==> config.mk <==
export PLATFORM = sky130hd
export DESIGN_NAME = vga_driver
export DESIGN_NICKNAME = d
export VERILOG_FILES = /design/src/rtl/vga_pkg.sv /design/src/rtl/vga_axis_cnt.sv /design/src/rtl/vga_driver.sv
export SDC_FILE = /design/constraint.sdc
export NUM_CORES = 1
export LEC_CHECK = 0
export BUFFER_PORTS_ARGS = -buffer_cell sky130_fd_sc_hd__buf_2
export CORE_ASPECT_RATIO = 0.6
export CORE_MARGIN = 1
export CORE_UTILIZATION = 48
export DETAILED_ROUTE_END_ITERATION = 8
export MAX_ROUTING_LAYER = met4
export PLACE_DENSITY = 0.79
export SLEW_MARGIN = 40
export SYNTH_ARGS = -nofsm -noshare
export SYNTH_HDL_FRONTEND = slang
export SYNTH_SLANG_ARGS = --single-unit
==> constraint.sdc <==
create_clock -name pixel_clk -period 1.8 [get_ports pixel_clk]
set_input_delay 0.09 -clock pixel_clk [delete_from_list [all_inputs] [get_ports pixel_clk]]
set_output_delay 0.09 -clock pixel_clk [all_outputs]
set_load 0.005 [all_outputs]
==> src/rtl/vga_pkg.sv <==
// rtl/vga_pkg.sv - 640x480@60 timing defaults, derived active offsets and RGB222 colours
package vga_pkg;

  localparam int VGA_H_SYNC  = 96;
  localparam int VGA_H_BACK  = 48;
  localparam int VGA_H_DISP  = 640;
  localparam int VGA_H_FRONT = 16;
  localparam int VGA_H_TOTAL = VGA_H_SYNC + VGA_H_BACK + VGA_H_DISP + VGA_H_FRONT;
  localparam int VGA_H_ACT   = VGA_H_SYNC + VGA_H_BACK;

  localparam int VGA_V_SYNC  = 2;
  localparam int VGA_V_BACK  = 33;
  localparam int VGA_V_DISP  = 480;
  localparam int VGA_V_FRONT = 10;
  localparam int VGA_V_TOTAL = VGA_V_SYNC + VGA_V_BACK + VGA_V_DISP + VGA_V_FRONT;
  localparam int VGA_V_ACT   = VGA_V_SYNC + VGA_V_BACK;

  localparam logic VGA_HS_POL = 1'b0;
  localparam logic VGA_VS_POL = 1'b0;

  localparam logic [5:0] WHITE   = 6'h3F;
  localparam logic [5:0] YELLOW  = 6'h3C;
  localparam logic [5:0] CYAN    = 6'h0F;
  localparam logic [5:0] GREEN   = 6'h0C;
  localparam logic [5:0] MAGENTA = 6'h33;
  localparam logic [5:0] RED     = 6'h30;
  localparam logic [5:0] BLUE    = 6'h03;
  localparam logic [5:0] BLACK   = 6'h00;

  // Colour bars left to right, white down to black.
  function automatic logic [5:0] bar_colour(input logic [2:0] idx);
    logic [5:0] c;
    case (idx)
      3'd0:    c = WHITE;
      3'd1:    c = YELLOW;
      3'd2:    c = CYAN;
      3'd3:    c = GREEN;
      3'd4:    c = MAGENTA;
      3'd5:    c = RED;
      3'd6:    c = BLUE;
      default: c = BLACK;
    endcase
    return c;
  endfunction

endpackage

==> src/rtl/vga_axis_cnt.sv <==
// rtl/vga_axis_cnt.sv - wrapping 10-bit counter with enable and terminal-count flag
module vga_axis_cnt #(
  parameter int CNT_MAX = 800
) (
  input  logic       i_clk,
  input  logic       i_rst_n,
  input  logic       i_en,
  output logic [9:0] o_cnt,
  output logic       o_term
);

  localparam logic [9:0] C_LAST = 10'(CNT_MAX - 1);

  logic [9:0] r_cnt;

  always_ff @(posedge i_clk or negedge i_rst_n) begin
    if (!i_rst_n) begin
      r_cnt <= 10'd0;
    end else if (i_en) begin
      r_cnt <= (r_cnt == C_LAST) ? 10'd0 : r_cnt + 10'd1;
    end
  end

  assign o_cnt  = r_cnt;
  assign o_term = (r_cnt == C_LAST);

endmodule

==> src/rtl/vga_driver.sv <==
// rtl/vga_driver.sv - VGA timing generator with one-cycle-early pixel request and gated RGB222 output
// VGA_TEST_PATTERN_EN adds test_mode, which replaces pixel_data with eight colour bars.
module vga_driver
  import vga_pkg::*;
#(
  parameter int   H_SYNC  = VGA_H_SYNC,
  parameter int   H_BACK  = VGA_H_BACK,
  parameter int   H_DISP  = VGA_H_DISP,
  parameter int   H_FRONT = VGA_H_FRONT,
  parameter int   V_SYNC  = VGA_V_SYNC,
  parameter int   V_BACK  = VGA_V_BACK,
  parameter int   V_DISP  = VGA_V_DISP,
  parameter int   V_FRONT = VGA_V_FRONT,
  parameter logic HS_POL  = VGA_HS_POL,
  parameter logic VS_POL  = VGA_VS_POL
) (
  input  logic       pixel_clk,
  input  logic       sys_rst_n,
  input  logic [5:0] pixel_data,
  output logic [9:0] pixel_xpos,
  output logic [9:0] pixel_ypos,
  output logic       vga_hs,
  output logic       vga_vs,
  output logic       vga_de,
  output logic [5:0] vga_rgb,
  output logic       frame_start
`ifdef VGA_TEST_PATTERN_EN
  ,
  input  logic       test_mode
`endif
);

  localparam int H_TOTAL = H_SYNC + H_BACK + H_DISP + H_FRONT;
  localparam int V_TOTAL = V_SYNC + V_BACK + V_DISP + V_FRONT;
  localparam int H_ACT   = H_SYNC + H_BACK;
  localparam int V_ACT   = V_SYNC + V_BACK;

  localparam logic [9:0] C_H_SYNC   = 10'(H_SYNC);
  localparam logic [9:0] C_H_ACT    = 10'(H_ACT);
  localparam logic [9:0] C_H_END    = 10'(H_ACT + H_DISP);
  localparam logic [9:0] C_H_REQ_LO = 10'(H_ACT - 1);
  localparam logic [9:0] C_H_REQ_HI = 10'(H_ACT + H_DISP - 2);
  localparam logic [9:0] C_V_SYNC   = 10'(V_SYNC);
  localparam logic [9:0] C_V_ACT    = 10'(V_ACT);
  localparam logic [9:0] C_V_END    = 10'(V_ACT + V_DISP);

  logic [9:0] w_h_cnt;
  logic [9:0] w_v_cnt;
  logic       w_h_term;
  logic       w_v_term;
  logic       w_h_disp;
  logic       w_v_disp;
  logic       w_req;
  logic [5:0] w_rgb;
  logic       r_frame_start;

  vga_axis_cnt #(.CNT_MAX(H_TOTAL)) u_h_cnt (
    .i_clk   (pixel_clk),
    .i_rst_n (sys_rst_n),
    .i_en    (1'b1),
    .o_cnt   (w_h_cnt),
    .o_term  (w_h_term)
  );

  vga_axis_cnt #(.CNT_MAX(V_TOTAL)) u_v_cnt (
    .i_clk   (pixel_clk),
    .i_rst_n (sys_rst_n),
    .i_en    (w_h_term),
    .o_cnt   (w_v_cnt),
    .o_term  (w_v_term)
  );

  // Set only by a real frame wrap, so the restart after reset produces no pulse.
  always_ff @(posedge pixel_clk or negedge sys_rst_n) begin
    if (!sys_rst_n) begin
      r_frame_start <= 1'b0;
    end else begin
      r_frame_start <= w_h_term & w_v_term;
    end
  end

  assign vga_hs   = (w_h_cnt < C_H_SYNC) ? HS_POL : ~HS_POL;
  assign vga_vs   = (w_v_cnt < C_V_SYNC) ? VS_POL : ~VS_POL;
  assign w_h_disp = (w_h_cnt >= C_H_ACT) && (w_h_cnt < C_H_END);
  assign w_v_disp = (w_v_cnt >= C_V_ACT) && (w_v_cnt < C_V_END);
  assign vga_de   = w_h_disp & w_v_disp;

  // Request leads display by one pixel to cover the renderer's register stage.
  assign w_req      = (w_h_cnt >= C_H_REQ_LO) && (w_h_cnt <= C_H_REQ_HI) && w_v_disp;
  assign pixel_xpos = w_req ? (w_h_cnt - C_H_REQ_LO) : 10'd0;
  assign pixel_ypos = w_req ? (w_v_cnt - C_V_ACT) : 10'd0;

`ifdef VGA_TEST_PATTERN_EN
  localparam logic [9:0] C_BAR_W = 10'(H_DISP / 8);
  logic [9:0] w_bar_x;
  logic [2:0] w_bar_idx;
  assign w_bar_x   = w_h_cnt - C_H_ACT;
  assign w_bar_idx = 3'(w_bar_x / C_BAR_W);
  assign w_rgb     = test_mode ? bar_colour(w_bar_idx) : pixel_data;
`else
  assign w_rgb = pixel_data;
`endif

  assign vga_rgb     = vga_de ? w_rgb : 6'd0;
  assign frame_start = r_frame_start;

endmodule

==> results.py, run 1 <==
metrics = {
    "timing": {
        "finalSetupViolCount": 27,
        "clock_skew_ps": 5.16,
        "min_period_over_period_pct": 112,
        "rsz0062_at_grt": "true",
        "timing.slew.headroom_pct": 66.7,
        "hold_viol_final": 0,
        "fin_crit_ps": 2020,
        "drv_slew": 0,
        "tightest_slew_ps": 499,
        "final.setup.tns_ps": -4830,
        "holdWs_ps": 315,
        "finalWorstSetupSlack_ps": -223,
        "max_freq_mhz": 494,
    },
    "cts": {
        "cts_buffers": 3,
        "clk_latency_ps": 270,
        "h-tree-depth": 1,
        "clk_pin_slew_ps": 80,
        "cts_tree": "done",
        "cts_root_buffer": "clkbuf_8",
        "cts_buffer_depth": 2,
        "cts_sinks": 21,
    },
    "worst_hold_path": {
        "hold_path_class": "input pin to async pin",
    },
    "critical_path": {
        "crit_chain": "ha_4, o41ai_4, a21oi_2, o22ai_4, buf_6, nor3b_1, buf_2",
        "r2r_cells": 9,
        "crit_type": "register to primary output",
        "ff2ff_setup_slack_ps": 40,
        "cp.arrival_ps": 1930,
        "timing.rr.start": "u_v_cnt.o_cnt[0]",
        "end_kind": "primary output",
        "critPathMaxStageDelay_ps": 440,
        "r2r_end": "u_v_cnt.o_cnt[4]",
        "required_ps": 1710,
        "start_kind": "register",
        "cp_max_fo": 7,
        "slowest_stage": "dfrtp_1",
    },
    "finish": {
        "fin_util_pct": 80.3,
        "diodes": 0,
        "postLayoutCellArea_um2": 2430,
        "layout-area-overhead-vs-synth_pct": 52.0,
        "fillers": 193,
        "final_cells": 295,
        "fin_nets": 266,
        "drive_above_1_share_pct": 52.2,
    },
    "synth": {
        "ys_seq_elements": 21,
        "avgSynthCellArea_um2": 8.77,
        "netlist_top_cells_count": "dfrtp_1, nor3_1, xnor2_1",
        "yosys-top-cells-area": "dfrtp_1, xnor2_1, nor3_1, and2_1, xor2_1",
        "yosysTopAreaCell": "dfrtp_1",
        "synth_area_um2": 1600,
        "async_flop_share_pct": 100,
        "synth-edff-count": 0,
        "yosysWarnings": 0,
        "synth_fp_nets": 194,
        "ys.flop_type": "dfrtp_1",
        "synthCells": 182,
        "ys_types": 47,
        "synth_top_area_share_pct": 32.9,
        "yosysMostFrequentCell": "dfrtp_1",
        "synth_seq_area_share_pct": 32.9,
    },
    "detailed_routing": {
        "routed_wl_um": 5090,
        "ant_nets": 0,
        "wl_per_cell_um": 17.2,
        "via_count": 1668,
        "drc": 0,
        "drt-initial-drc-count": 96,
        "dr.pass1.iters": 4,
        "viasPerCell": 5.65,
    },
    "floorplanning": {
        "ioPinCount": 38,
        "fp.dieArea_um2": 3570,
        "die_h_um": 46.7,
        "die_x_um": 76.5,
        "coreArea_um2": 3020,
        "fp-row-count": 15,
        "initial_core_util_pct": 52.8,
    },
    "power": {
        "power_density_nw_per_um2": 336,
        "leakagePower_nw": 1.15,
        "ir_drop_mv": 0.400,
    },
    "global_route": {
        "grt.overflow.total": 0,
        "grt_antenna_before_repair": 0,
        "grt_pass1_wl_um": 7580,
        "grt_use_total_pct": 29.8,
        "grt_pass1_vias": 1572,
        "grt_max_degree": 22,
    },
    "run_status": {
        "violations": "setup timing",
        "outcome": "finished with violations",
    },
    "place": {
        "place_area_um2": 2030,
        "post-place-cells": 277,
        "gp_congestion": 0.837,
        "dp_hpwl_um": 3160,
        "io_buffers": 37,
    },
    "run": {
        "drv_cap": 0,
    },
}
==> area by class of cell <==
class,instances,area (um2),area share (%)
flip-flops and latches,21,528,21.8
clock inverters,1,5.00,0.206
inverters,4,15.0,0.619
multi-input cells,138,1180,48.5
clock buffers,3,41.3,1.70
repair buffers,86,609,25.1
well taps,42,52.6,2.16
==> per-layer routing <==
metal  up-vias  part of all wire [%]  GRT usage (%)
li1        790                     -              -
met1       784                    44           37.9
met2        90                    46           49.2
met3         4                   9.3           8.12
met4         0                  0.57           5.00
met5         -                     0              -
==> sequential cells by signal (all words and copies together), names as in the netlist <==
name	flops
u_h_cnt.o_cnt	10
u_v_cnt.o_cnt	10
frame_start	1
==> placed cells by master (no fill, tap or decap), types with 3 or more instances in the layout <==
cell type  count
nand4_1        3
and2_1         8
nand3_1        6
buf_4         37
nor3b_2        3
nor2_1         9
xor2_1         7
nor3_1         9
nor4_4         3
inv_1          3
and3_1         4
clkbuf_8       3
nand2_1        7
nor3b_1        3
dfrtp_1       19
buf_2         35
o21ai_0        5
o21a_1         3
nor3_2         8
xnor2_1       13
buf_6         13
==> stage by stage <==
| stage | setup WS, ps | total power [W] |
|---|---|---|
| 4_1_cts | -195 | 0.000806 |
| 2_1_floorplan | 11.7 | 0.000481 |
| 3_5_place_dp | -93.8 | 0.000497 |
| 6_report | -223 | 0.000816 |
| 3_3_place_gp | 2.45 | 0.000497 |
| 5_1_grt | -325 | 0.000843 |
==> critical path: cells and delay by family (launching register included) <==
kind                       cells  cell delay (ps)
AOI/OAI and AO/OA              3              640
DFF                            1              440
buffers and inverters          2              310
adders and majority gates      1              210
and+or+nand+nor                1               60
==> what timing repair did <==
action | in CTS | in global routing
pin swaps | 14 | 7
hold endpoints to repair | 21 | 0
gates resized for setup | 34 | 25
buffers inserted | 6 | 6
hold buffers | 1 | 0
gates cloned | 1 | 0
endpoints found under the setup margin | 29 | 36
==> cell families (layout without fill, tap and decap cells) <==
logic type	Yosys count	in the layout	synth area share (%)
AND/OR/NAND/NOR	86	86	32.8
AO/OA/AOI/OAI	26	26	12.3
buffers and inverters	23	94	6.66
flip-flops	21	21	32.9
XOR/XNOR	20	20	11.0
adder cells (fa/ha/maj)	4	4	3.13
multiplexers	2	2	1.25
==> power breakdown <==
group / switching [W] / total, W / internal, W
logic: 0.0000111 / 0.0000177 / 0.00000663
clock network: 0.000172 / 0.000327 / 0.000155
registers: 0 / 0.000471 / 0.000471
==> how the worst max path moves through the flow <==
stage	slack [ps]	endpoint	from
floorplan	10	pixel_xpos[2]	u_v_cnt.o_cnt[0]
global placement	2	pixel_xpos[7]	u_v_cnt.o_cnt[0]
detailed placement	-90	pixel_xpos[7]	u_v_cnt.o_cnt[0]
CTS	-190	pixel_xpos[7]	u_h_cnt.o_cnt[4]
global route	-330	pixel_xpos[2]	u_h_cnt.o_cnt[5]
finish	-220	pixel_xpos[1]	u_v_cnt.o_cnt[0]
No activity file was read; power rests on OpenSTA's default activity.
==> run 2: changes to the inputs <==
- CORE_ASPECT_RATIO: 0.6 -> unset
- SKIP_CTS_REPAIR_TIMING: unset -> 1
==> run 2 against run 1 <==
The run still ends with setup timing left. Critical path depth unchanged. Combinational power about the same. Worst setup slack worse by 140 ps. Largest cell class unchanged. Largest power group unchanged.
==> results.py, run 2 (synthesis results as in run 1) <==
metrics = {
    "floorplanning": {
        "die_h_um": 59.7,
        "die_x_um": 59.7,
        "initial_core_util_pct": 51.5,
        "coreArea_um2": 3100,
        "fp.dieArea_um2": 3560,
        "fp-row-count": 20,
        "ioPinCount": 38,
    },
    "power": {
        "power_frac_clock_pct": 32.4,
        "combinationalPowerShare_pct": 2.5,
        "p_sw_w": 0.000159,
        "seqPwrFrac_pct": 65.1,
        "power_density_nw_per_um2": 308,
        "ir_drop_mv": 0.361,
        "leakagePower_nw": 1.11,
        "switching_share_pct": 22.0,
        "intPower_w": 0.000565,
    },
    "worst_hold_path": {
        "hold_path_class": "input pin to async pin",
    },
    "timing": {
        "finalSetupViolCount": 29,
        "min_period_over_period_pct": 120,
        "hold_viol_final": 0,
        "rsz0062_at_grt": "true",
        "clock_skew_ps": 2.29,
        "drv_slew": 0,
        "fin_crit_ps": 2170,
        "timing.slew.headroom_pct": 67.6,
        "tightest_slew_ps": 487,
        "max_freq_mhz": 462,
        "holdWs_ps": 252,
        "finalWorstSetupSlack_ps": -367,
    },
    "global_route": {
        "grt_pass1_vias": 1334,
        "grt_use_total_pct": 24.1,
        "grt.overflow.total": 0,
        "grt_pass1_wl_um": 6160,
        "grt_max_degree": 22,
        "grt_antenna_before_repair": 0,
    },
    "detailed_routing": {
        "drc": 0,
        "routed_wl_um": 5020,
        "via_count": 1637,
        "wl_per_cell_um": 17.5,
        "drt-initial-drc-count": 158,
        "dr.pass1.iters": 4,
        "ant_nets": 0,
        "viasPerCell": 5.72,
    },
    "place": {
        "post-place-cells": 275,
        "gp_congestion": 0.864,
        "io_buffers": 37,
        "dp_hpwl_um": 2810,
        "place_area_um2": 2000,
    },
    "finish": {
        "layout-area-overhead-vs-synth_pct": 47.1,
        "fin_nets": 255,
        "drive_above_1_share_pct": 49.6,
        "layout_common_cells": "buf_2, buf_4, dfrtp_1",
        "postLayoutCellArea_um2": 2350,
        "seqCellArea_um2": 528,
        "diodes": 0,
        "final_common_cell": "buf_2",
        "multi_input_area_um2": 1200,
        "final_cells": 286,
        "fillers": 227,
    },
    "critical_path": {
        "required_ps": 1710,
        "r2r_cells": 5,
        "end_kind": "primary output",
        "start_kind": "register",
        "timing.rr.start": "u_h_cnt.o_cnt[0]",
        "r2r_end": "u_v_cnt.o_cnt[4]",
        "ff2ff_setup_slack_ps": -40,
        "cp_max_fo": 7,
        "cp.arrival_ps": 2080,
        "crit_type": "register to primary output",
    },
    "cts": {
        "h-tree-depth": 1,
        "cts_buffer_depth": 2,
        "cts_tree": "done",
        "cts_sinks": 21,
        "cts_root_buffer": "clkbuf_4",
        "clk_latency_ps": 310,
        "cts_buffers": 3,
        "clk_pin_slew_ps": 120,
    },
    "run_status": {
        "outcome": "finished with violations",
        "violations": "setup timing",
    },
    "run": {
        "drv_cap": 0,
    },
}
==> run 2: power groups by stage <==
stage / Sequential (W) / Combinational, W / Clock, W
floorplan: 0.000481 / 0.0000000973 / 0
global placement: 0.000481 / 0.0000162 / 0
detailed placement: 0.000481 / 0.0000163 / 0
CTS: 0.000472 / 0.0000163 / 0.000239
global route: 0.000472 / 0.0000213 / 0.000260
finish: 0.000472 / 0.0000178 / 0.000235
==> run 2: how the worst max path moves through the flow <==
stage                    endpoint  cells after the start  slack [ps]        startpoint
finish              pixel_ypos[5]                      7        -370  u_v_cnt.o_cnt[1]
global route        pixel_xpos[1]                      7        -480  u_v_cnt.o_cnt[1]
CTS                 pixel_ypos[4]                      7        -430  u_v_cnt.o_cnt[0]
detailed placement  pixel_ypos[4]                      7         -70  u_v_cnt.o_cnt[0]
global placement    pixel_ypos[4]                      7         -10  u_v_cnt.o_cnt[0]
floorplan           pixel_xpos[2]                      7          10  u_v_cnt.o_cnt[0]
==> run 2: layout make-up <==
type                       instances  share of cell area, %
clock buffer                       4                   1.12
inverter                           4                  0.639
timing repair buffer              75                   22.1
tap                               44                   2.34
multi-input combinational        138                   51.3
sequential                        21                   22.5
==> run 2: per-stage QoR <==
step / utilization [%] / worst slack (ps) / setup TNS [ps] / total power [W]
2_1_floorplan: - / 11.7 / 0 / 0.000481
3_3_place_gp: 64.5 / -14.4 / -14.4 / 0.000497
3_5_place_dp: 64.5 / -66.5 / -114 / 0.000497
4_1_cts: 65.3 / -430 / -8960 / 0.000727
5_1_grt: 75.7 / -477 / -11010 / 0.000753
6_report: 75.7 / -367 / -8460 / 0.000724
==> run 2: worst max-delay path, stage by stage (launching register included) <==
cell and delay, ps:
dfrtp_1 430, ha_4 200, nor4_4 260, and3_4 260, o22ai_4 110, buf_6 170
nor3_2 170, buf_2 160
==> run 2: routing by layer <==
metal / global-route usage [%] / wire length (um) / vias up
met2: 39.8 / 2640 / 53
li1: - / - / 772
met5: - / 0 / -
met3: 4.55 / 219 / 18
met1: 30.3 / 1990 / 794
met4: 5.98 / 172 / 0
==> run 3: changes to the inputs <==
- CORE_UTILIZATION: 48 -> 49
- PLACE_DENSITY: 0.79 -> 0.8
- SYNTH_HIERARCHICAL: unset -> 1
==> run 3 against run 2 <==
The flow still finishes with violations (setup timing). Worst hold slack better by 55 ps. Fmax fell by 1.9%. Wire length grew 46%. Final cell count is 20% higher. Sequential share of layout area down 3.7 points. Core utilization rose by 9.6 points. Register-to-register slack got worse by 250 ps. Global-route usage grew 2.7 points. Synthesized area up 6.3%. Critical endpoint is now pixel_xpos[4]. Largest cell class unchanged.
==> results.py, run 3 <==
metrics = {
    "finish": {
        "fillers": 150,
        "seqCellArea_um2": 534,
        "layout-area-overhead-vs-synth_pct": 67.6,
        "fin_nets": 312,
        "fin_util_pct": 85.3,
        "diodes": 0,
        "drive_above_1_share_pct": 56.6,
        "multi_input_area_um2": 1460,
        "final_common_cell": "buf_4",
        "layout_common_cells": "buf_4, buf_2, buf_6",
        "postLayoutCellArea_um2": 2850,
    },
    "power": {
        "ir_drop_mv": 0.570,
        "leakagePower_nw": 1.41,
        "power_density_nw_per_um2": 579,
    },
    "synth": {
        "synth_compound_area_share_pct": 14.3,
        "synth_area_um2": 1700,
        "yosysTopAreaCell": "dfrtp_1",
        "yosysWarnings": 6,
        "synth_top_area_share_pct": 31.0,
        "ys_seq_elements": 21,
        "avgSynthCellArea_um2": 8.71,
        "ys_types": 54,
        "synthCells": 195,
        "yosysMostFrequentCell": "nor3_1",
        "async_flop_share_pct": 100,
        "synth-xor-area-share_pct": 10.8,
        "netlist_top_cells_count": "nor3_1, dfrtp_1, nand2_1",
        "synth_mux_area_share_pct": 1.84,
        "synth_top_family_by_area": "simple AND/OR/NAND/NOR gates",
        "synth-edff-count": 0,
        "synth-adder-area-share_pct": 4.42,
        "synth_seq_area_share_pct": 31.0,
        "synth_simple_gate_area_share_pct": 33.0,
        "yosys-top-cells-area": "dfrtp_1, nor3_1, xnor2_1, xor2_1, ha_1",
        "ys.flop_type": "dfrtp_1",
    },
    "timing": {
        "rsz0062_at_grt": "true",
        "fin_crit_ps": 2210,
        "clock_skew_ps": 5.05,
        "timing.slew.headroom_pct": 62.2,
        "drv_slew": 0,
        "min_period_over_period_pct": 123,
        "finalSetupViolCount": 37,
        "hold_viol_final": 0,
        "tightest_slew_ps": 562,
        "holdWs_ps": 307,
        "finalWorstSetupSlack_ps": -409,
        "max_freq_mhz": 453,
    },
    "cts": {
        "cts_buffers": 3,
        "cts_buffer_depth": 2,
        "cts_root_buffer": "clkbuf_4",
        "clk_latency_ps": 310,
        "clk_pin_slew_ps": 120,
        "cts_sinks": 21,
        "cts_tree": "done",
        "h-tree-depth": 1,
    },
    "place": {
        "place_area_um2": 2280,
        "dp_hpwl_um": 3520,
        "dp_slack_ps": -88.6,
        "gp_congestion": 0.894,
        "io_buffers": 37,
    },
    "critical_path": {
        "cp.arrival_ps": 2120,
        "r2r_cells": 8,
        "required_ps": 1710,
        "cp_max_fo": 6,
        "crit_type": "register to primary output",
        "start_kind": "register",
        "end_kind": "primary output",
    },
    "worst_hold_path": {
        "hold_path_class": "input pin to async pin",
    },
    "detailed_routing": {
        "drc": 0,
        "wl_per_cell_um": 21.3,
        "routed_wl_um": 7320,
        "drt-initial-drc-count": 193,
        "via_count": 2169,
        "viasPerCell": 6.32,
        "dr.pass1.iters": 5,
        "ant_nets": 0,
    },
    "run_status": {
        "outcome": "finished with violations",
        "violations": "setup timing",
    },
    "global_route": {
        "grt_pass1_wl_um": 7140,
        "grt_max_degree": 22,
        "grt_antenna_before_repair": 0,
        "grt_use_total_pct": 26.8,
        "grt_pass1_vias": 1569,
        "grt.overflow.total": 0,
    },
    "floorplanning": {
        "ioPinCount": 38,
        "die_h_um": 60.9,
        "fp-row-count": 21,
        "fp.dieArea_um2": 3700,
        "initial_core_util_pct": 50.9,
        "die_x_um": 60.9,
        "coreArea_um2": 3340,
    },
    "run": {
        "drv_cap": 0,
    },
}
[run 3: changes by cell type after synthesis, sizes merged, moves of 5 or more]
cell | previous run | this run
o21a | 5 | 0
nand2 | 7 | 12
buf | 12 | 4
nor3 | 19 | 24
[run 3: final timing paths]
path,startpoint,to,slack [ps]
max,u_v_cnt/o_cnt[3],pixel_xpos[4],-410
max reg2reg,u_h_cnt/o_cnt[0],u_v_cnt/o_cnt[4],-290
min in group pixel_clk,pixel_data[1],vga_rgb[1],470
min reg2reg,u_h_cnt/o_cnt[0],u_h_cnt/o_cnt[0],630
max in group asynchronous,sys_rst_n,u_v_cnt/o_cnt[2],1130
min,sys_rst_n,u_v_cnt/o_cnt[8],310
[run 3: critical path: stages (launching register included)]
cell and delay [ps]:
dfrtp_2 500, o41ai_4 510, a21oi_4 150, o22ai_4 270
buf_6 190, nor3_2 60, buf_2 140
[run 3: power breakdown]
part	switching [W]	internal [W]	leakage (nW)	total [W]
sequential	0.000104	0.000533	0.274	0.000637
clock	0.000152	0.0000866	0.0150	0.000238
combinational	0.000388	0.000383	1.12	0.000772
[run 3: final cells by class]
cell class,instances,area share (%)
multi-input cells,167,51.1
repair buffers,98,26.2
flip-flops and latches,21,18.8
well taps,46,2.02
clock buffers,4,0.923
inverters,7,0.923
[run 3: cells by family (layout without fill, tap and decap cells)]
kind of cell	count (synthesis)	count (layout)
buf+inv	14	109
mux	3	3
xor+xnor	21	21
simple gates	97	97
other cells	1	8
compound gates	32	32
flops	21	21
fa+ha+maj	6	6
[run 3: layer usage]
metal,up-vias,global-route usage [%],wire length (um)
met5,-,-,0
met4,0,7.14,257
met1,1026,35.5,2810
li1,908,-,-
met3,33,2.56,795
met2,202,43.6,3460
[run 3: stage by stage]
| stage | power (W) | cells | TNS, ps |
|---|---|---|---|
| 2_1_floorplan | 0.000928 | 202 | 0 |
| 3_3_place_gp | 0.00114 | 317 | 0 |
| 3_5_place_dp | 0.00116 | 317 | -599 |
| 4_1_cts | 0.00140 | 321 | -10340 |
| 5_1_grt | 0.00171 | 343 | -14830 |
| 6_report | 0.00165 | 343 | -11900 |
